==> src/rtl/mul_seq_pkg.sv <==
// Shared types and constants for the sequential shift-add / Booth multiplier.
package mul_seq_pkg;

  typedef enum logic [1:0] {
    IDLE = 2'd0,
    RUN  = 2'd1,
    FIN  = 2'd2
  } state_e;

  localparam logic MODE_UNSIGNED = 1'b0;
  localparam logic MODE_SIGNED   = 1'b1;

endpackage

==> src/rtl/mul_seq_step.sv <==
// One combinational multiply step: conditional add/subtract of M into A,
// then a right shift of {A,Q,Q_1} (logical for unsigned, arithmetic for Booth).
module mul_seq_step
  import mul_seq_pkg::*;
#(
  parameter int WIDTH = 16
) (
  input  logic [WIDTH:0]   i_a,
  input  logic [WIDTH-1:0] i_q,
  input  logic             i_q1,
  input  logic [WIDTH-1:0] i_m,
  input  logic             i_mode,
  output logic [WIDTH:0]   o_a,
  output logic [WIDTH-1:0] o_q,
  output logic             o_q1
);

  logic [WIDTH:0] w_m_ext;
  logic [WIDTH:0] w_sum;

  always_comb begin
    w_m_ext = (i_mode == MODE_SIGNED) ? {i_m[WIDTH-1], i_m} : {1'b0, i_m};
    w_sum   = i_a;
    if (i_mode == MODE_SIGNED) begin
      if ({i_q[0], i_q1} == 2'b01)      w_sum = i_a + w_m_ext;
      else if ({i_q[0], i_q1} == 2'b10) w_sum = i_a - w_m_ext;
    end else if (i_q[0]) begin
      w_sum = i_a + w_m_ext;
    end
    // Guard bit absorbs the unsigned carry, so only Booth replicates the sign.
    o_a  = {(i_mode == MODE_SIGNED) & w_sum[WIDTH], w_sum[WIDTH:1]};
    o_q  = {w_sum[0], i_q[WIDTH-1:1]};
    o_q1 = i_q[0];
  end

endmodule

==> src/rtl/mul_seq_unit.sv <==
// Sequential multiplier with start/busy/done handshake, unsigned or Booth mode,
// registered product and flags, and an ALS_mul-gated half-product onto the S-bus.
module mul_seq_unit
  import mul_seq_pkg::*;
#(
  parameter int WIDTH = 16
) (
  input  logic                 CLK,
  input  logic                 CLR_N,
  input  logic                 start,
  input  logic                 signed_mode,
  input  logic [WIDTH-1:0]     mcand,
  input  logic [WIDTH-1:0]     mplier,
  input  logic                 hi_sel,
  input  logic                 ALS_mul,
  output logic [WIDTH-1:0]     ALU_mul_out,
  output logic [2*WIDTH-1:0]   product,
  output logic                 busy,
  output logic                 done,
  output logic                 carry,
  output logic                 overflow,
  output logic                 zero
);

  localparam int CNT_W = $clog2(WIDTH + 1);

  state_e               r_state;
  logic [WIDTH:0]       r_a;
  logic [WIDTH-1:0]     r_q;
  logic                 r_q1;
  logic [WIDTH-1:0]     r_m;
  logic [CNT_W-1:0]     r_cnt;
  logic                 r_mode;
  logic [2*WIDTH-1:0]   r_product;
  logic                 r_carry;
  logic                 r_ovf;
  logic                 r_zero;
  logic                 r_busy;
  logic                 r_done;

  logic [WIDTH:0]       w_a_nx;
  logic [WIDTH-1:0]     w_q_nx;
  logic                 w_q1_nx;
  logic [2*WIDTH-1:0]   w_prod_nx;
  logic [WIDTH:0]       w_top_bits;
  logic [WIDTH-1:0]     w_half;

  mul_seq_step #(.WIDTH(WIDTH)) u_step (
    .i_a    (r_a),
    .i_q    (r_q),
    .i_q1   (r_q1),
    .i_m    (r_m),
    .i_mode (r_mode),
    .o_a    (w_a_nx),
    .o_q    (w_q_nx),
    .o_q1   (w_q1_nx)
  );

  assign w_prod_nx  = {w_a_nx[WIDTH-1:0], w_q_nx};
  assign w_top_bits = w_prod_nx[2*WIDTH-1:WIDTH-1];

  always_ff @(posedge CLK or negedge CLR_N) begin
    if (!CLR_N) begin
      r_state   <= IDLE;
      r_a       <= '0;
      r_q       <= '0;
      r_q1      <= 1'b0;
      r_m       <= '0;
      r_cnt     <= '0;
      r_mode    <= MODE_UNSIGNED;
      r_product <= '0;
      r_carry   <= 1'b0;
      r_ovf     <= 1'b0;
      r_zero    <= 1'b0;
      r_busy    <= 1'b0;
      r_done    <= 1'b0;
    end else begin
      r_done <= 1'b0;
      case (r_state)
        IDLE, FIN: begin
          if (start) begin
            r_m     <= mcand;
            r_q     <= mplier;
            r_a     <= '0;
            r_q1    <= 1'b0;
            r_cnt   <= CNT_W'(WIDTH);
            r_mode  <= signed_mode;
            r_busy  <= 1'b1;
            r_state <= RUN;
          end else begin
            r_state <= IDLE;
          end
        end
        RUN: begin
          r_a   <= w_a_nx;
          r_q   <= w_q_nx;
          r_q1  <= w_q1_nx;
          r_cnt <= r_cnt - CNT_W'(1);
          // Last step: capture the product straight from the step outputs.
          if (r_cnt == CNT_W'(1)) begin
            r_product <= w_prod_nx;
            r_carry   <= (r_mode == MODE_UNSIGNED) & (|w_prod_nx[2*WIDTH-1:WIDTH]);
            r_ovf     <= (r_mode == MODE_SIGNED) & ~((&w_top_bits) | ~(|w_top_bits));
            r_zero    <= (w_prod_nx == '0);
            r_busy    <= 1'b0;
            r_done    <= 1'b1;
            r_state   <= FIN;
          end
        end
        default: r_state <= IDLE;
      endcase
    end
  end

  assign w_half      = hi_sel ? r_product[2*WIDTH-1:WIDTH] : r_product[WIDTH-1:0];
  assign ALU_mul_out = w_half & {WIDTH{ALS_mul}};

  assign product  = r_product;
  assign busy     = r_busy;
  assign done     = r_done;
  assign carry    = r_carry;
  assign overflow = r_ovf;
  assign zero     = r_zero;

endmodule

==> config.mk <==
export PLATFORM = sky130hd
export DESIGN_NAME = mul_seq_unit
export DESIGN_NICKNAME = d
export VERILOG_FILES = /design/src/rtl/mul_seq_pkg.sv /design/src/rtl/mul_seq_step.sv /design/src/rtl/mul_seq_unit.sv
export SDC_FILE = /design/constraint.sdc
export NUM_CORES = 1
export LEC_CHECK = 0
export CAP_MARGIN = 5
export CORE_ASPECT_RATIO = 1.5
export CORE_MARGIN = 5
export CORE_UTILIZATION = 40
export DETAILED_ROUTE_END_ITERATION = 7
export PLACE_DENSITY_LB_ADDON = 0.15
export SYNTH_ARGS = -nofsm -noshare
export SYNTH_HDL_FRONTEND = slang
export SYNTH_SLANG_ARGS = --single-unit
==> constraint.sdc <==
create_clock -name CLK -period 8.05 [get_ports CLK]
set_input_delay 1.61 -clock CLK [delete_from_list [all_inputs] [get_ports CLK]]
set_output_delay 1.61 -clock CLK [all_outputs]
set_load 0.005 [all_outputs]
# Word-level counts from Yosys, hierarchy flattened
# Index checks and enable logic that the tools add are counted.
dict set report word_totals {
  wordCells 64
  regBits 95
  out_inout_bits 53
}
dict set report classes {
  mux 22
  n_reduce_logical 11
  bitwise 8
  addsub 3
  n_eq_ne 7
}
# cell count
set op_table {}
lappend op_table {{two-way mux 17 bit} 6}
lappend op_table {{one-hot mux 17 bit (2 select lines)} 1}
lappend op_table {{logical NOT 32 bit} 1}
lappend op_table {{two-way mux 16 bit} 2}
lappend op_table {{one-hot mux 16 bit (2 select lines)} 1}
lappend op_table {{adder 17 bit} 1}
lappend op_table {{AND reduction 17 bit} 1}
lappend op_table {{OR reduction 17 bit} 1}
lappend op_table {{subtractor 17 bit} 1}
lappend op_table {{bitwise AND 16 bit} 1}
lappend op_table {{OR reduction 16 bit} 1}
lappend op_table {{one-hot mux 5 bit (2 select lines)} 1}
lappend op_table {{two-way mux 1 bit} 6}
lappend op_table {{AND reduction 2 bit} 3}
lappend op_table {{equality test 5 x 1 -> 1 bit (second input constant)} 1}
lappend op_table {{two-way mux 5 bit} 1}
lappend op_table {{subtractor 5 x 1 -> 5 bit (second input constant)} 1}
lappend op_table {{equality test 2 x 1 -> 1 bit (second input constant)} 2}
lappend op_table {{equality test 2 bit (second input constant)} 2}
lappend op_table {{!= test 2 bit (second input constant)} 2}
lappend op_table {{one-hot mux 1 bit (2 select lines)} 2}
lappend op_table {{one-hot mux 2 bit (2 select lines)} 1}
lappend op_table {{bitwise AND 1 bit} 3}
lappend op_table {{inverter 1 bit} 3}
lappend op_table {{other kinds (6)} 6}

# Longest topological paths before layout
dict set report logic_depth {
  depth_word 10
  depth_mapped 14
  mapped_depth_nobuf 14
}

# Cells and area by module
# A second synthesis with hierarchy kept.
dict set report hier_totals {
  hier_cells 718
  area_unflattened_um2 6650.1
}
# module cells_each area_per_inst_um2 n_inst
set by_module_without_submodules {}
lappend by_module_without_submodules {mul_seq_unit 349 4095.2 1}
lappend by_module_without_submodules {mul_seq_step 369 2555.0 1}

# Worst setup path after synthesis
# No wires, ideal clock.
dict set report synth_timing {
  path_kind {in2out}
  from {input hi_sel}
  to {output ALU_mul_out[10]}
  arrival_ns 2.695
  stages 4
  t_required_ns 6.440
  setup_slack_ns 3.745
  n_path_buf 2
  path_cell_list {clkbuf_1 -> clkbuf_1 -> mux2i_1 -> nor2b_1}
}
dict set report synth_between {
  elab_chain_cells 2
}
# item line
set synth_rtl {}
lappend synth_rtl {{from (decl)} mul_seq_unit.sv:14} ;# input logic hi_sel,
lappend synth_rtl {{two-way mux 16 bit} mul_seq_unit.sv:115} ;# assign w_half = hi_sel ? r_product[2*WIDTH-1:WIDTH] : r_product[WIDTH-1:0];
lappend synth_rtl {{bitwise AND 16 bit} mul_seq_unit.sv:116} ;# assign ALU_mul_out = w_half & {WIDTH{ALS_mul}};
lappend synth_rtl {{to (decl)} mul_seq_unit.sv:16} ;# output logic [WIDTH-1:0] ALU_mul_out,
# Every way passes these cells.

# Worst setup path after layout
dict set report layout_timing {
  from {input hi_sel}
  to {output ALU_mul_out[14]}
}
# Same word-level chain as after synthesis.

==> impl_metrics.csv <==
group,metric,value,unit
timing,holdWs,0.479,ns
cells_and_area,fillCellCount,1527,
timing,slew_headroom,31.7,%
floorplanning,start_util,40.5,%
place,dp_hpwl,13.8,mm
grt,antenna_found_initial,0,
cts,clock_latency,0.35,ns
critical_path,arrival,3.61,ns
critical_path,reg2reg_depth,14,
cts,clock_path_buffers,2,
yosys,synthArstFlopShare,100,%
yosys,synth.area.top_cells,"dfrtp_1 38%, nand2_1 9.9%, ha_1 7.0%, o21ai_0 4.5%, nor2b_1 3.0%",
critical_path,crit_type,"in2out",
floorplanning,pin_count,91,
route,drc_errors,0,
power,p_sw_share,48.7,%
critical_path,crit-reg2reg-launch,"r_a[0]",
power,leakage,0.00342,uW
floorplanning,fp.dieW,112,microns
yosys,yosysTopAreaCellShare,37.7,%
run,cap_viol_max_count,0,
worst_hold_path,hp-class,"reg2reg",
timing,finClkSkew,0.00827,ns
route,post_drt_wl_per_cell,18.4,microns
yosys,syn_area_per_cell,8.49,sq um
yosys,ys_seq_area_share,37.7,%
cts,cts_resized,0,
power,p_switching,1810,uW
yosys,synth-edff-count,0,
yosys,yosys-top-cells-count,"166 x nand2_1, 95 x dfrtp_1, 57 x o21ai_0",
cts,htreeDepth,3,
cts,root_buffer,"clkbuf_16",
run_status,run_status,"finished, final reports clean",
power,ir_drop,164,uV
worst_hold_path,min_from,"carry",
place,port_buffers,90,
timing,timing.fmax,192,MHz
power,clockPowerShare,11.8,%
grt,grt_pass1_wl,30.8,mm
route,viasPerCell,5.57,
floorplanning,fp-row-count,56,
yosys,netlist_area,6300,sq um
critical_path,critPathLaunchType,"input pin",
cells_and_area,n_antenna_cell,0,
cells_and_area,area_delta_synth_final,21.2,%
cells_and_area,stdcell_area,7630,sq um
timing,finalSetupViolCount,0,
critical_path,r2r-end,"overflow",
timing,worst_slew_pin_slew,1.02,ns
grt,gr-max-usage-layer,"met2",
yosys,yosys.area.top_type,"dfrtp_1",
grt,gr-usage-met1,25.7,%
cts,cts_buffers,9,
timing,min_period,5.22,ns
timing,fin_crit_sh,64.8,%
timing,setup_tns,0,ns
yosys,synthCells,742,
yosys,yosysMostFrequentCell,"nand2_1",
route,ant_nets,0,
power,internal_power,1900,uW
critical_path,r2r_setup_slack,4.02,ns
critical_path,critPathCaptureType,"primary output",
cells_and_area,final_util,49.1,%
critical_path,worstPathMaxFanout,16,
cts,cts.clk_slew.worst_paths,0.07,ns
critical_path,required,6.44,ns
cts,cts_tree,"built",
floorplanning,fp.dieArea,18400,sq um
timing,final-hold-violation-count,0,
floorplanning,fp.dieH,164,microns
critical_path,critical-path-top-delay-family,"buffers and inverters",
place,place_area,7330,sq um
power,p_comb_share,61.9,%
yosys,ys_warn_count,0,
critical_path,cpMaxStageDelayCell,"clkdlybuf4s50_1",
worst_hold_path,min_delay_path_depth,2,
floorplanning,design.core.area,15600,sq um
cts,cts_setup_buffers,0,
timing,rsz0062_at_grt,"false",
cts,clock-sinks,95,
cells_and_area,layout-drive-gt1-share,5.42,%
grt,use_met3,3.41,%
route,num_vias,5649,
route,wl,18.7,mm
critical_path,cp_cell_sequence,"clkdlybuf4s50_1, mux2i_1, nor2b_1, clkdlybuf4s50_1",
critical_path,crit_top_cell,"clkdlybuf4s50_1",
place,routabilityCongestion,0.890,
route,firstDrtPassIters,4,
grt,grt-ovfl-total,0,
power,powerDensity,486,nW/um^2
cts,holdBufCountCts,0,
grt,grt_usage,20.8,%
power,seqPwrFrac,26.3,%
grt,grt_pass1_vias,5756,
cells_and_area,fin_nets,882,
yosys,synth_cell_types,75,
yosys,syn-num-nets,817,
critical_path,path_buf_inv,2,
grt,grt_max_degree,79,
timing,slew_violations,0,
worst_hold_path,hold_end,"carry",
yosys,ys.flop_type,"dfrtp_1",
route,dr.first_iter.drc_count,263,
critical_path,cp_slowest_stage_delay,1.14,ns
grt,met2_usage,37.1,%
yosys,ys_ff_latch,95,
-- cell families after synthesis --
kind of cell / after synthesis / synth area share, %
flip-flops: 95 / 37.7
AO/OA/AOI/OAI: 193 / 21.5
XOR/XNOR: 18 / 2.50
multiplexers: 19 / 3.04
AND/OR/NAND/NOR: 304 / 22.9
adder cells (fa/ha/maj): 37 / 7.59
buffers and inverters: 76 / 4.73
-- registers in the layout, summed over array words and instances, names as in the netlist, 2 cells and up --
register	count
r_state	2
r_q	16
r_a	17
r_m	16
r_cnt	5
product	32
-- layout by cell type (no fill, tap or decap), types with 8 or more instances in the layout --
| master | Yosys | final |
|---|---|---|
| a22o_1 | 8 | 8 |
| dfrtp_1 | 95 | 95 |
| nand2b_1 | 12 | 12 |
| a21o_1 | 9 | 9 |
| clkbuf_16 | 0 | 9 |
| o211ai_1 | 8 | 8 |
| clkdlybuf4s50_1 | 0 | 89 |
| nor2_1 | 27 | 26 |
| and2_1 | 8 | 8 |
| nand2_1 | 166 | 166 |
| mux2i_1 | 18 | 18 |
| xnor2_1 | 14 | 14 |
| a22oi_1 | 17 | 17 |
| nor4_1 | 8 | 8 |
| o21ai_0 | 57 | 57 |
| ha_1 | 35 | 35 |
| nor3_1 | 14 | 14 |
| nor2b_1 | 30 | 28 |
| inv_1 | 34 | 34 |
| a21oi_1 | 28 | 28 |
-- power by group through the flow --
stage               sequential [uW]  clock, uW  combinational, uW
finish                          973        437               2300
global route                   1010        465               2530
CTS                             974        447               2290
detailed placement              978          0               2260
global placement                974          0               2240
floorplan                       873          0               1620
-- area by class of cell --
type / instances / area, sq um / share of cell area (%)
tap: 203 / 254 / 3.33
multi-input combinational: 571 / 3640 / 47.6
clock buffer: 10 / 239 / 3.13
inverter: 35 / 131 / 1.72
clock inverter: 6 / 57.6 / 0.754
timing repair buffer: 95 / 936 / 12.3
sequential: 95 / 2380 / 31.2
-- layer usage --
| layer | vias to the layer above | routed length (microns) | share of wire (%) |
|---|---|---|---|
| met5 | - | 0 | 0 |
| met4 | 0 | 394 | 2.1 |
| met3 | 29 | 799 | 4.3 |
| met2 | 157 | 9720 | 52 |
| met1 | 2719 | 7810 | 42 |
| li1 | 2744 | - | - |
-- worst reg2reg max path, cell delays in order, from the launching register on --
cell       delay [ns]
dfrtp_1          0.43
inv_1            0.10
ha_1             0.14
inv_1            0.05
fa_1             0.43
a21o_1           0.23
a221oi_2         0.57
o21ai_0          0.16
a21o_1           0.21
xnor2_1          0.15
o221ai_1         0.31
a2111oi_0        0.49
nand4_2          0.22
o41ai_2          0.35
a21oi_1          0.07
-- stage by stage --
| step | instances | total power (uW) | setup slack, ns |
|---|---|---|---|
| finish | 1015 | 3710 | 2.83 |
| global route | 1015 | 4010 | 2.68 |
| CTS | 1015 | 3710 | 2.79 |
| detailed placement | 999 | 3240 | 2.80 |
| global placement | 999 | 3210 | 2.84 |
| floorplan | 742 | 2490 | 3.74 |
-- worst max-delay path by stage --
stage	from	endpoint	slack, ns	depth (start not counted)
finish	hi_sel	ALU_mul_out[14]	2.83	4
detailed placement	hi_sel	ALU_mul_out[10]	2.80	4
global placement	hi_sel	ALU_mul_out[12]	2.84	4
floorplan	hi_sel	ALU_mul_out[10]	3.74	4
CTS	hi_sel	ALU_mul_out[10]	2.79	4
global route	hi_sel	ALU_mul_out[6]	2.68	4
Power figures use the tool's default switching activity.
